## config.mk

```make
export PLATFORM = sky130hd
export DESIGN_NAME = instr_fetch_flat
export DESIGN_NICKNAME = d
export VERILOG_FILES = /design/src/rtl/fetch_pkg.sv /design/src/rtl/instr_fetch_if.sv /design/src/rtl/fetch_timer.sv /design/src/rtl/instr_fetch.sv /design/src/flat_wrapper.sv
export SDC_FILE = /design/constraint.sdc
export NUM_CORES = 1
export LEC_CHECK = 0
export BUFFER_PORTS_ARGS = -buffer_cell sky130_fd_sc_hd__buf_2
export CAP_MARGIN = 20
export CORE_AREA = 2 2 64 66
export DETAILED_ROUTE_END_ITERATION = 12
export DIE_AREA = 0 0 66 68
export HOLD_SLACK_MARGIN = 0.15
export PLACE_DENSITY = 0.8
export SLEW_MARGIN = 20
export SYNTH_ARGS = -nofsm -noshare
export SYNTH_HDL_FRONTEND = slang
export SYNTH_HIERARCHICAL = 1
export SYNTH_SLANG_ARGS = --single-unit
```

## constraint.sdc

```tcl
create_clock -name clk -period 1.7 [get_ports clk]
set_input_delay 0.17 -clock clk [delete_from_list [all_inputs] [get_ports clk]]
set_output_delay 0.17 -clock clk [all_outputs]
set_load 0.01 [all_outputs]
```

## src/rtl/fetch_pkg.sv

```systemverilog
// Shared definitions for the instruction fetch unit: default geometry,
// memory timeout and the fetch FSM state encoding.
package fetch_pkg;

    localparam int AW_DEF  = 8;
    localparam int DW_DEF  = 16;
    localparam int TMO_DEF = 15;

    typedef enum logic [2:0] {
        ST_IDLE  = 3'd0,
        ST_ADDR  = 3'd1,
        ST_WAIT  = 3'd2,
        ST_LOAD  = 3'd3,
        ST_ABORT = 3'd4
    } state_e;

endpackage

```

## src/rtl/instr_fetch_if.sv

```systemverilog
// Bundle between the fetch unit, the control unit, the instruction memory
// and the instruction register. The fetch unit is the slave side.
interface instr_fetch_if #(
    parameter int AW = 8,
    parameter int DW = 16
);
    logic          fetch;
    logic          jmp;
    logic [AW-1:0] jaddr;
    logic [AW-1:0] im_addr;
    logic          im_rd;
    logic [DW-1:0] im_data;
    logic          im_valid;
    logic [DW-1:0] ir_data;
    logic          ir_wr;
    logic [AW-1:0] pc;
    logic          busy;
    logic          done;
    logic          err;

    modport master (
        output fetch, jmp, jaddr, im_data, im_valid,
        input  im_addr, im_rd, ir_data, ir_wr, pc, busy, done, err
    );

    modport slave (
        input  fetch, jmp, jaddr, im_data, im_valid,
        output im_addr, im_rd, ir_data, ir_wr, pc, busy, done, err
    );

endinterface

```

## src/rtl/fetch_timer.sv

```systemverilog
// Counts memory WAIT cycles; o_expired flags the TMO-th WAIT cycle so the
// FSM can abort if the word has still not arrived.
module fetch_timer #(
    parameter int TMO = 15
) (
    input  logic clk,
    input  logic rst,
    input  logic i_clr,
    input  logic i_en,
    output logic o_expired
);

    localparam int CW = (TMO < 2) ? 1 : $clog2(TMO + 1);

    logic [CW-1:0] r_cnt;

    // NOTE: sequential state uses non-blocking assignments so every flop
    // samples pre-edge values regardless of block ordering.
    always_ff @(posedge clk) begin
        if (rst || i_clr) begin
            r_cnt <= '0;
        end else if (i_en) begin
            r_cnt <= r_cnt + CW'(1);
        end
    end

    assign o_expired = (r_cnt == CW'(TMO - 1));

endmodule

```

## src/rtl/instr_fetch.sv

```systemverilog
// Instruction fetch unit: owns the PC, reads one word from instruction memory
// per FETCH request and hands it to the instruction register.
module instr_fetch
    import fetch_pkg::*;
#(
    parameter int AW  = AW_DEF,
    parameter int DW  = DW_DEF,
    parameter int TMO = TMO_DEF
) (
    input logic          clk,
    input logic          rst,
    instr_fetch_if.slave bus
);

    state_e        r_state;
    state_e        w_state_nxt;
    logic [AW-1:0] r_pc;
    logic [DW-1:0] r_ir_data;
    logic          r_im_rd;
    logic          r_ir_wr;
    logic          r_done;
    logic          r_err;
    logic          r_busy;
    logic          w_mem_phase;
    logic          w_capture;
    logic          w_expired;

    assign w_mem_phase = (r_state == ST_ADDR) || (r_state == ST_WAIT);
    assign w_capture   = w_mem_phase && bus.im_valid;

    // Counter is held clear in ADDR and only advances while in WAIT.
    fetch_timer #(.TMO(TMO)) u_timer (
        .clk       (clk),
        .rst       (rst),
        .i_clr     (r_state == ST_ADDR),
        .i_en      (r_state == ST_WAIT),
        .o_expired (w_expired)
    );

    // NOTE: defaulting the next state first keeps this block free of latches.
    always_comb begin
        w_state_nxt = r_state;
        case (r_state)
            ST_IDLE:  if (bus.fetch) w_state_nxt = ST_ADDR;
            ST_ADDR:  w_state_nxt = bus.im_valid ? ST_LOAD : ST_WAIT;
            // A word arriving on the last allowed WAIT cycle beats the timeout.
            ST_WAIT: begin
                if (bus.im_valid)   w_state_nxt = ST_LOAD;
                else if (w_expired) w_state_nxt = ST_ABORT;
            end
            ST_LOAD:  w_state_nxt = ST_IDLE;
            ST_ABORT: w_state_nxt = ST_IDLE;
            default:  w_state_nxt = ST_IDLE;
        endcase
    end

    // Strobes are registered from the next state so they line up with it.
    always_ff @(posedge clk) begin
        if (rst) begin
            r_state   <= ST_IDLE;
            r_pc      <= '0;
            r_ir_data <= '0;
            r_im_rd   <= 1'b0;
            r_ir_wr   <= 1'b0;
            r_done    <= 1'b0;
            r_err     <= 1'b0;
            r_busy    <= 1'b0;
        end else begin
            r_state <= w_state_nxt;
            if (r_state == ST_IDLE && bus.jmp) begin
                r_pc <= bus.jaddr;
            end else if (r_state == ST_LOAD) begin
                r_pc <= r_pc + AW'(1);
            end
            if (w_capture) begin
                r_ir_data <= bus.im_data;
            end
            r_im_rd <= (w_state_nxt == ST_ADDR) || (w_state_nxt == ST_WAIT);
            r_ir_wr <= (w_state_nxt == ST_LOAD);
            r_done  <= (w_state_nxt == ST_LOAD);
            r_err   <= (w_state_nxt == ST_ABORT);
            r_busy  <= (w_state_nxt != ST_IDLE);
        end
    end

    assign bus.im_addr = r_pc;
    assign bus.im_rd   = r_im_rd;
    assign bus.ir_data = r_ir_data;
    assign bus.ir_wr   = r_ir_wr;
    assign bus.pc      = r_pc;
    assign bus.busy    = r_busy;
    assign bus.done    = r_done;
    assign bus.err     = r_err;

endmodule

```

## src/flat_wrapper.sv

```systemverilog
// flat-port wrapper written by rule: the top's interface ports become plain ports
module instr_fetch_flat import fetch_pkg::*;
#(
    parameter int AW  = AW_DEF,
    parameter int DW  = DW_DEF,
    parameter int TMO = TMO_DEF
)
  (clk, rst, bus_fetch, bus_jmp, bus_jaddr, bus_im_data, bus_im_valid, bus_im_addr, bus_im_rd, bus_ir_data, bus_ir_wr, bus_pc, bus_busy, bus_done, bus_err);
  instr_fetch_if #(.AW(AW), .DW(DW)) bus_i ();
  input logic clk;
  input logic rst;
  input wire logic [$bits(bus_i.fetch)-1:0] bus_fetch;
  input wire logic [$bits(bus_i.jmp)-1:0] bus_jmp;
  input wire logic [$bits(bus_i.jaddr)-1:0] bus_jaddr;
  input wire logic [$bits(bus_i.im_data)-1:0] bus_im_data;
  input wire logic [$bits(bus_i.im_valid)-1:0] bus_im_valid;
  output wire logic [$bits(bus_i.im_addr)-1:0] bus_im_addr;
  output wire logic [$bits(bus_i.im_rd)-1:0] bus_im_rd;
  output wire logic [$bits(bus_i.ir_data)-1:0] bus_ir_data;
  output wire logic [$bits(bus_i.ir_wr)-1:0] bus_ir_wr;
  output wire logic [$bits(bus_i.pc)-1:0] bus_pc;
  output wire logic [$bits(bus_i.busy)-1:0] bus_busy;
  output wire logic [$bits(bus_i.done)-1:0] bus_done;
  output wire logic [$bits(bus_i.err)-1:0] bus_err;
  assign bus_i.fetch = bus_fetch;
  assign bus_i.jmp = bus_jmp;
  assign bus_i.jaddr = bus_jaddr;
  assign bus_i.im_data = bus_im_data;
  assign bus_i.im_valid = bus_im_valid;
  assign bus_im_addr = bus_i.im_addr;
  assign bus_im_rd = bus_i.im_rd;
  assign bus_ir_data = bus_i.ir_data;
  assign bus_ir_wr = bus_i.ir_wr;
  assign bus_pc = bus_i.pc;
  assign bus_busy = bus_i.busy;
  assign bus_done = bus_i.done;
  assign bus_err = bus_i.err;
  instr_fetch #(.AW(AW), .DW(DW), .TMO(TMO)) u_core (.clk(clk), .rst(rst), .bus(bus_i));
endmodule
```

== Yosys cells after proc, flatten, opt, wreduce, memory -nomap -nowiden ==
Cells that the tools add are included.
Cells by class
  add/sub/neg operators: 2
  eq/ne operators: 8
  mux-type cells: 7
  reduce and logical (&&, ||, !) cells: 8
Operators with widths (count)
  $mux W8: 2
  $eq A3 B2 Y1 const B: 4
  $mux W3: 3
  $pmux W3 S3: 1
  $add A8 B1 Y8 const B: 1
  $eq A3 B1 Y1 const B: 2
  $add A4 B1 Y4 const B: 1
  $eq A4 B4 Y1 const B: 1
  $eq A3 B3 Y1 const B: 1
  $logic_not A3 Y1: 1
  $logic_or A1 B1 Y1: 3
  $reduce_bool A3 Y1: 1
  $logic_and A1 B1 Y1: 2
  $reduce_bool A2 Y1: 1
  $mux W1: 1
Storage, ports and cells
  flip-flop bits (word level): 35
  input port bits: 29
  output and inout bits: 37
  word-level logic and storage cells: 33

== Depth between registers and ports, before layout ==
Gate-level depths: netlist of the first run.
  word-level depth: 6
  mapped depth: 6
  mapped depth without buffers: 6

== Cells and area by module ==
The synthesis of the first run kept the hierarchy.
Modules (own cells, without submodules)
  instr_fetch: times used 1, cells each 167, area an instance 1463.9 um^2, seq. area each 620.6 um^2
  fetch_timer: times used 1, cells each 20, area an instance 197.7 um^2, seq. area each 80.1 um^2

== Worst setup path before layout of the first run ==
OpenSTA, ideal clock, no wires.
  kind: register to register
  start: register u_core.r_state[0]
  end: register u_core.u_timer.r_cnt[3]
  library setup time: 0.123 ns
  data arrival time: 1.399 ns
  data required time: 1.577 ns
  slack: 0.178 ns
  cell stages (with the launch flop): 7
  buffers on the path: 2
  period minus slack after synthesis: 1.522 ns
  cell sequence: dfxtp_1 -> buf_6 -> buf_6 -> nand2b_1 -> nor2_1 -> nand4_1 -> mux2_1
Between the ends
  longest elaborated chain between the ends: 2
  elaborated cells on any way between the ends: 3
  classes of those cells: eq/ne: 2; reduce/logical: 1
Ends and longest elaborated chain
  start: declaration: RTL line instr_fetch.sv:15  | state_e r_state;
  start signal: assignment: RTL line instr_fetch.sv:69  | r_state <= w_state_nxt;
  $eq A3 B1 Y1: RTL line instr_fetch.sv:35  | .i_clr (r_state == ST_ADDR),
  $logic_or A1 B1 Y1: RTL line fetch_timer.sv:20  | if (rst || i_clr) begin
  end signal: assignment: RTL line fetch_timer.sv:23  | r_cnt <= r_cnt + CW'(1);
  end: declaration: RTL line fetch_timer.sv:15  | logic [CW-1:0] r_cnt;
Parallel ways exist; a longest one is shown, timed or not.
A chain may end at the register's enable or synchronous reset.

== Final worst setup path of the first run ==
  start: register u_core.r_pc[3] (netlist: u_core/bus.im_addr[3])
  end: register u_core.r_pc[7] (netlist: u_core/bus.im_addr[7])
Between the ends
  longest elaborated chain between the ends: 3
Ends and longest elaborated chain
  start: declaration: RTL line instr_fetch.sv:17  | logic [AW-1:0] r_pc;
  start signal: assignment: RTL line instr_fetch.sv:71  | r_pc <= bus.jaddr;
  start signal: assignment: RTL line instr_fetch.sv:73  | r_pc <= r_pc + AW'(1);
  $add A8 B1 Y8: RTL line instr_fetch.sv:73
  $mux W8: RTL line instr_fetch.sv:72  | end else if (r_state == ST_LOAD) begin
  $mux W8: RTL line instr_fetch.sv:70  | if (r_state == ST_IDLE && bus.jmp) begin
Every way passes these cells. The select of a mux whose other input is x is not followed.

==> flow_summary.toml, run 1 <==
[pwr]
power_frac_seq_pct = 48.5
clkPwrFrac_pct = 29.6
p_leak_nw = 0.9795
combPwrFrac_pct = 21.9
p_switching_mw = 0.5796
internal_power_mw = 1.367
swShare_pct = 29.77
ir_worst_vdd_mv = 0.5135
cellPowerDensity_nw_per_um2 = 885.6

[detailed_routing]
drtPass1Iterations = 4
wl_um = 4044
drc = 0
vias_per_cell = 5.141
post_drt_wl_per_cell_um = 13.00
via_count = 1599
first_iter_violations = 135
ant_nets = 0

[placement]
port_buffers = 65
place_ws_ns = 0.08790
dpl_cell_area_sq_um = 1958
gp_congestion = 0.7681
placed_cells = 288
dp_hpwl_um = 2776

[critical_path]
critPathTopFamily = "simple AND/OR/NAND/NOR gates"
crit_type = "register to register"
critPathSlowestCell = "or4_1"
cp_max_fo = 7
r2r_slack_ns = 0.23
critPathMaxStageDelay_ns = 0.53
cp_cell_sequence = "nand4_2 > or4_1 > a311oi_1"
cp-start-kind = "register"
cp_data_arrival_time_ns = 1.67
end_kind = "register"
path_buf_inv = 0
critPathRequiredTime_ns = 1.90

[timing]
maxSlewHeadroom_pct = 57.51
setup_viol = 0
max_freq_ghz = 0.6809
rsz0062_at_grt = "false"
worst_slack_ns = 0.2313
fin_skew_ns = 0.006642
drv_slew = 0
finalCritPeriodShare_pct = 86.39
finalHoldViolCount = 0
tns_ns = 0
hold_ws_ns = 0.1585
worst_pin_slew_ns = 0.6345
period_minus_slack_ns = 1.469

[synth]
synth-xor-area-share_pct = 2.108
synthSimpleGateAreaFrac_pct = 22.14
synth_top_cells_by_count = "dfxtp_1 (35), a21oi_1 (20), nand3_1 (19)"
synth_area_leaders = "dfxtp_1 (42%), a21oi_1 (6.0%), nand3_1 (5.7%)"
ys_seq_area_share_pct = 42.17
ys_seq_elements = 35
synth_top_family_by_area = "simple AND/OR/NAND/NOR gates"
synth_edf_count = 0
post-synth-top-count-cell = "dfxtp_1"
async_flop_share_pct = 0
synth-warning-count = 6
synthFlopType = "dfxtp_1"
syn_avg_cell_area_sq_um = 8.886
synth_cells = 187
synth-compound-area-share_pct = 20.26
muxShareOfSynthArea_pct = 1.280
yosys.area.top_type_share_pct = 42.17
syn_area_sq_um = 1662
yosys.area.top_type = "dfxtp_1"
ys_types = 44
synth_nets = 219
yosys.area_share.adder_pct = 2.259

[floorplan]
core_area_sq_um = 3856
core.rowCount = 23
fp.dieH_um = 68
fp.dieArea_sq_um = 4488
ioPinCount = 66
floorplan.initialDensity_pct = 43.09
die_x_um = 66

[clocking]
cts_sinks = 35
clkTransAtPathRegs_ns = 0.07
cts_buffers = 5
clk_latency_ns = 0.29
cts_tree = "done"
cts_buffer_depth = 2
htreeDepth = 2
post_cts.repair.setup_buffers = 0
cts_root_buffer = "clkbuf_8"

[final_layout]
syn_to_final_growth_pct = 32.30
layout.cells.non_filler = 311
drive_gt1_share_pct = 34.48
finalNetCount = 292
antenna_cells = 0
stdcell_area_sq_um = 2198
nFillCells = 359

[min_path]
min_path_type = "input port to register"

[global_routing]
grt-ovfl-total = 0
grt_pass1_wl_um = 6292
grt_pass1_vias = 1413
grt_usage_pct = 18.29
antenna_found_initial = 0
grt_max_degree = 19

[outcome]
status = "finished clean"

[run]
drv_cap = 0
[layer usage]
| metal | part of all wire [%] | global-route usage (%) | vias up |
|---|---|---|---|
| li1 | - | - | 819 |
| met1 | 44 | 23.51 | 726 |
| met2 | 49 | 28.79 | 49 |
| met3 | 5.5 | 5.592 | 5 |
| met4 | 1.2 | 7.398 | 0 |
| met5 | 0 | 0 | - |
[final timing paths]
check | cells past startpoint | end | from
hold / removal | 3 | u_core/bus.im_addr[3]$_SDFFE_PP0P_ | bus_jaddr[3]
setup / recovery | 3 | u_core/bus.im_addr[7]$_SDFFE_PP0P_ | u_core/bus.im_addr[3]$_SDFFE_PP0P_
setup reg to reg | 3 | u_core/bus.im_addr[7]$_SDFFE_PP0P_ | u_core/bus.im_addr[3]$_SDFFE_PP0P_
hold reg to reg | 2 | u_core/bus.ir_data[0]$_SDFFE_PP0P_ | u_core/bus.ir_data[0]$_SDFFE_PP0P_
[stage by stage]
step                util, %  power [mW]
global route          57.01       2.054
finish                57.01       1.947
CTS                   56.88       1.962
global placement      50.78       1.349
detailed placement    50.78       1.357
floorplan                 -       1.231
[tightest hold or removal path, stage by stage]
cell	delay (ns)
buf_2	0.10
nor2_1	0.09
nor4_1	0.05
[repair_timing]
action | in CTS | in global routing
resized for setup | 0 | 3
setup endpoints to repair | 0 | 14
endpoints found under the hold margin | 15 | 0
hold buffers | 15 | 0
[logic make-up after synthesis]
logic type,count (synthesis)
AOI/OAI and AO/OA,57
and+or+nand+nor,62
buffers and inverters,24
xor gates and xnor gates,4
DFF,35
adders and majority gates,3
muxes,2
[sequential cells by signal, summed over array words and instances, names as in the netlist]
register	count
u_core/r_state	3
u_core/bus.err	1
u_core/bus.ir_data	16
u_core/bus.done	1
u_core/u_timer/r_cnt	4
u_core/bus.im_addr	8
u_core/bus.im_rd	1
u_core/bus.busy	1
[cell type report]
type	count	area, sq um	area share (%)
well taps	50	62.56	2.846
repair buffers	89	543.0	24.70
multi-input cells	128	800.8	36.43
clock inverters	2	12.51	0.5692
inverters	1	3.754	0.1707
flip-flops and latches	35	703.2	31.99
clock buffers	6	72.57	3.301
[layout by cell type, fill, tap and decap left out, types with 5 or more instances in the layout]
master,n
nor2_1,9
buf_4,9
nor3_1,5
o21ai_0,18
dfxtp_1,33
dlygate4sd3_1,15
clkbuf_8,5
buf_2,65
a21oi_1,20
nand3_1,19
[power by group through the flow]
stage	clock (mW)	combinational [mW]	sequential [mW]
2_1_floorplan	0	0.259	0.972
3_3_place_gp	0	0.390	0.958
3_5_place_dp	0	0.396	0.961
4_1_cts	0.595	0.424	0.943
5_1_grt	0.625	0.473	0.956
6_report	0.576	0.426	0.945
(Power assumes the default switching activity.)
==> run 2, diff against run 1 <==
- RECOVER_POWER: not set -> 50
==> run 2 against run 1 <==
Final area decreased by 2.3%. First-iteration DRC count is 13% lower. Count of clock-buffer cells in the layout stayed put. Wire length fell by 0.45%. Die area unchanged. Cell count unchanged. Via count is 0.19% lower.
==> flow_summary.toml, run 2 (synthesis gave the netlist of run 1 again) <==
[detailed_routing]
post_drt_wl_per_cell_um = 12.95
vias_per_cell = 5.132
via_count = 1596
drtPass1Iterations = 4
drc = 0
first_iter_violations = 118
wl_um = 4026
ant_nets = 0

[timing]
period_minus_slack_ns = 1.480
max_freq_ghz = 0.6755
setup_viol = 0
worst_slack_ns = 0.2197
finalHoldViolCount = 0
rsz0062_at_grt = "false"
finalCritPeriodShare_pct = 87.08
worst_pin_slew_ns = 0.6328
tns_ns = 0
maxSlewHeadroom_pct = 57.62
fin_skew_ns = 0.005421
drv_slew = 0

[final_layout]
finalNetCount = 292
largest_register_ffs = 16
mostFrequentLayoutCells = "clkbuf_1 (37), dfxtp_1 (33), buf_2 (31), a21oi_1 (20), nand3_1 (19)"
regArea_sq_um = 703.2
drive_gt1_share_pct = 20.69
layout.cells.non_filler = 311
multi_input_area_sq_um = 800.8
nFillCells = 382
layout_commonest_cell = "clkbuf_1"
antenna_cells = 0
syn_to_final_growth_pct = 29.29

[pwr]
p_leak_nw = 0.8341
combPwrFrac_pct = 21.1
power_mw = 1.925
cellPowerDensity_nw_per_um2 = 896.0
internal_power_mw = 1.348
swShare_pct = 29.97
power_frac_seq_pct = 49.2
clkPwrFrac_pct = 29.7
p_switching_mw = 0.5769
ir_worst_vdd_mv = 0.5008

[floorplan]
core.rowCount = 23
ioPinCount = 66
fp.dieArea_sq_um = 4488
floorplan.initialDensity_pct = 43.09
fp.dieH_um = 68
die_x_um = 66
core_area_sq_um = 3856

[min_path]
min_path_type = "input port to register"

[critical_path]
cp_data_arrival_time_ns = 1.68
cp_cell_sequence = "clkbuf_1 > nand2b_1 > buf_4 > o21ai_0 > a21oi_1"
critPathTopFamily = "flip-flops"
end_kind = "register"
critPathMaxStageDelay_ns = 0.43
path_buf_inv = 2
critPathRequiredTime_ns = 1.90
cp-start-kind = "register"
cp_max_fo = 12
crit_type = "register to register"
critPathSlowestCell = "dfxtp_1"

[clocking]
post_cts.repair.setup_buffers = 0
htreeDepth = 2
cts_buffers = 5
cts_root_buffer = "clkbuf_8"
cts_buffer_depth = 2
cts_tree = "done"
clkTransAtPathRegs_ns = 0.07
clk_latency_ns = 0.28
cts_sinks = 35

[global_routing]
grt_pass1_wl_um = 6292
grt_usage_pct = 18.29
grt-ovfl-total = 0
grt_max_degree = 19
antenna_found_initial = 0
grt_pass1_vias = 1413

[run]
drv_cap = 0

[placement]
port_buffers = 65
dp_hpwl_um = 2776
gp_congestion = 0.7681
placed_cells = 288
place_ws_ns = 0.08790

[outcome]
status = "finished clean"
run 2: final timing paths:
kind | startpoint | endpoint | slack (ns) | cells past startpoint
setup / recovery | u_core/r_state[2]$_SDFF_PP0_ | u_core/bus.ir_data[11]$_SDFFE_PP0P_ | 0.22 | 5
hold / removal | bus_jaddr[3] | u_core/bus.im_addr[3]$_SDFFE_PP0P_ | 0.16 | 3
setup reg to reg | u_core/r_state[2]$_SDFF_PP0_ | u_core/bus.ir_data[11]$_SDFFE_PP0P_ | 0.22 | 5
hold reg to reg | u_core/bus.ir_data[4]$_SDFFE_PP0P_ | u_core/bus.ir_data[4]$_SDFFE_PP0P_ | 0.48 | 2
run 2: through the flow:
step	hold WS [ns]	utilization, %	instance area [sq um]
global placement	0.4240	50.78	1958
floorplan	0.3089	-	1662
detailed placement	0.4311	50.78	1958
CTS	0.1507	56.88	2193
finish	0.1608	55.71	2148
global route	0.1629	55.71	2148
run 2: final cells by class:
class	instances	area share, %
multi-input combinational	128	37.27
clock inverter	2	0.5824
sequential	35	32.73
clock buffer	6	3.378
inverter	1	0.1747
tap	50	2.912
timing repair buffer	89	22.95
run 2: power groups by stage:
| stage | logic, mW | clock network (mW) | registers (mW) |
|---|---|---|---|
| 2_1_floorplan | 0.259 | 0 | 0.972 |
| 3_5_place_dp | 0.396 | 0 | 0.961 |
| 5_1_grt | 0.453 | 0.625 | 0.958 |
| 4_1_cts | 0.424 | 0.595 | 0.943 |
| 6_report | 0.406 | 0.572 | 0.946 |
| 3_3_place_gp | 0.390 | 0 | 0.958 |
run 2: worst min-delay path, delay by kind of cell:
kind / cells / cell delay, ns
simple gates: 2 / 0.14
buf+inv: 1 / 0.09
run 2: layer usage:
layer	track usage [%]	up-vias	wire length, um	share of wire (%)
met5	0	-	0	0
met4	7.398	0	49	1.2
met3	5.592	5	223	5.5
met2	28.79	45	1981	49
met1	23.51	727	1771	44
li1	-	819	-	-
run 2: what timing repair did:
| item | CTS | global route |
|---|---|---|
| hold buffers | 15 | 0 |
| gates resized for setup | 0 | 3 |
| setup endpoints to repair | 0 | 14 |
| hold endpoints to repair | 15 | 0 |
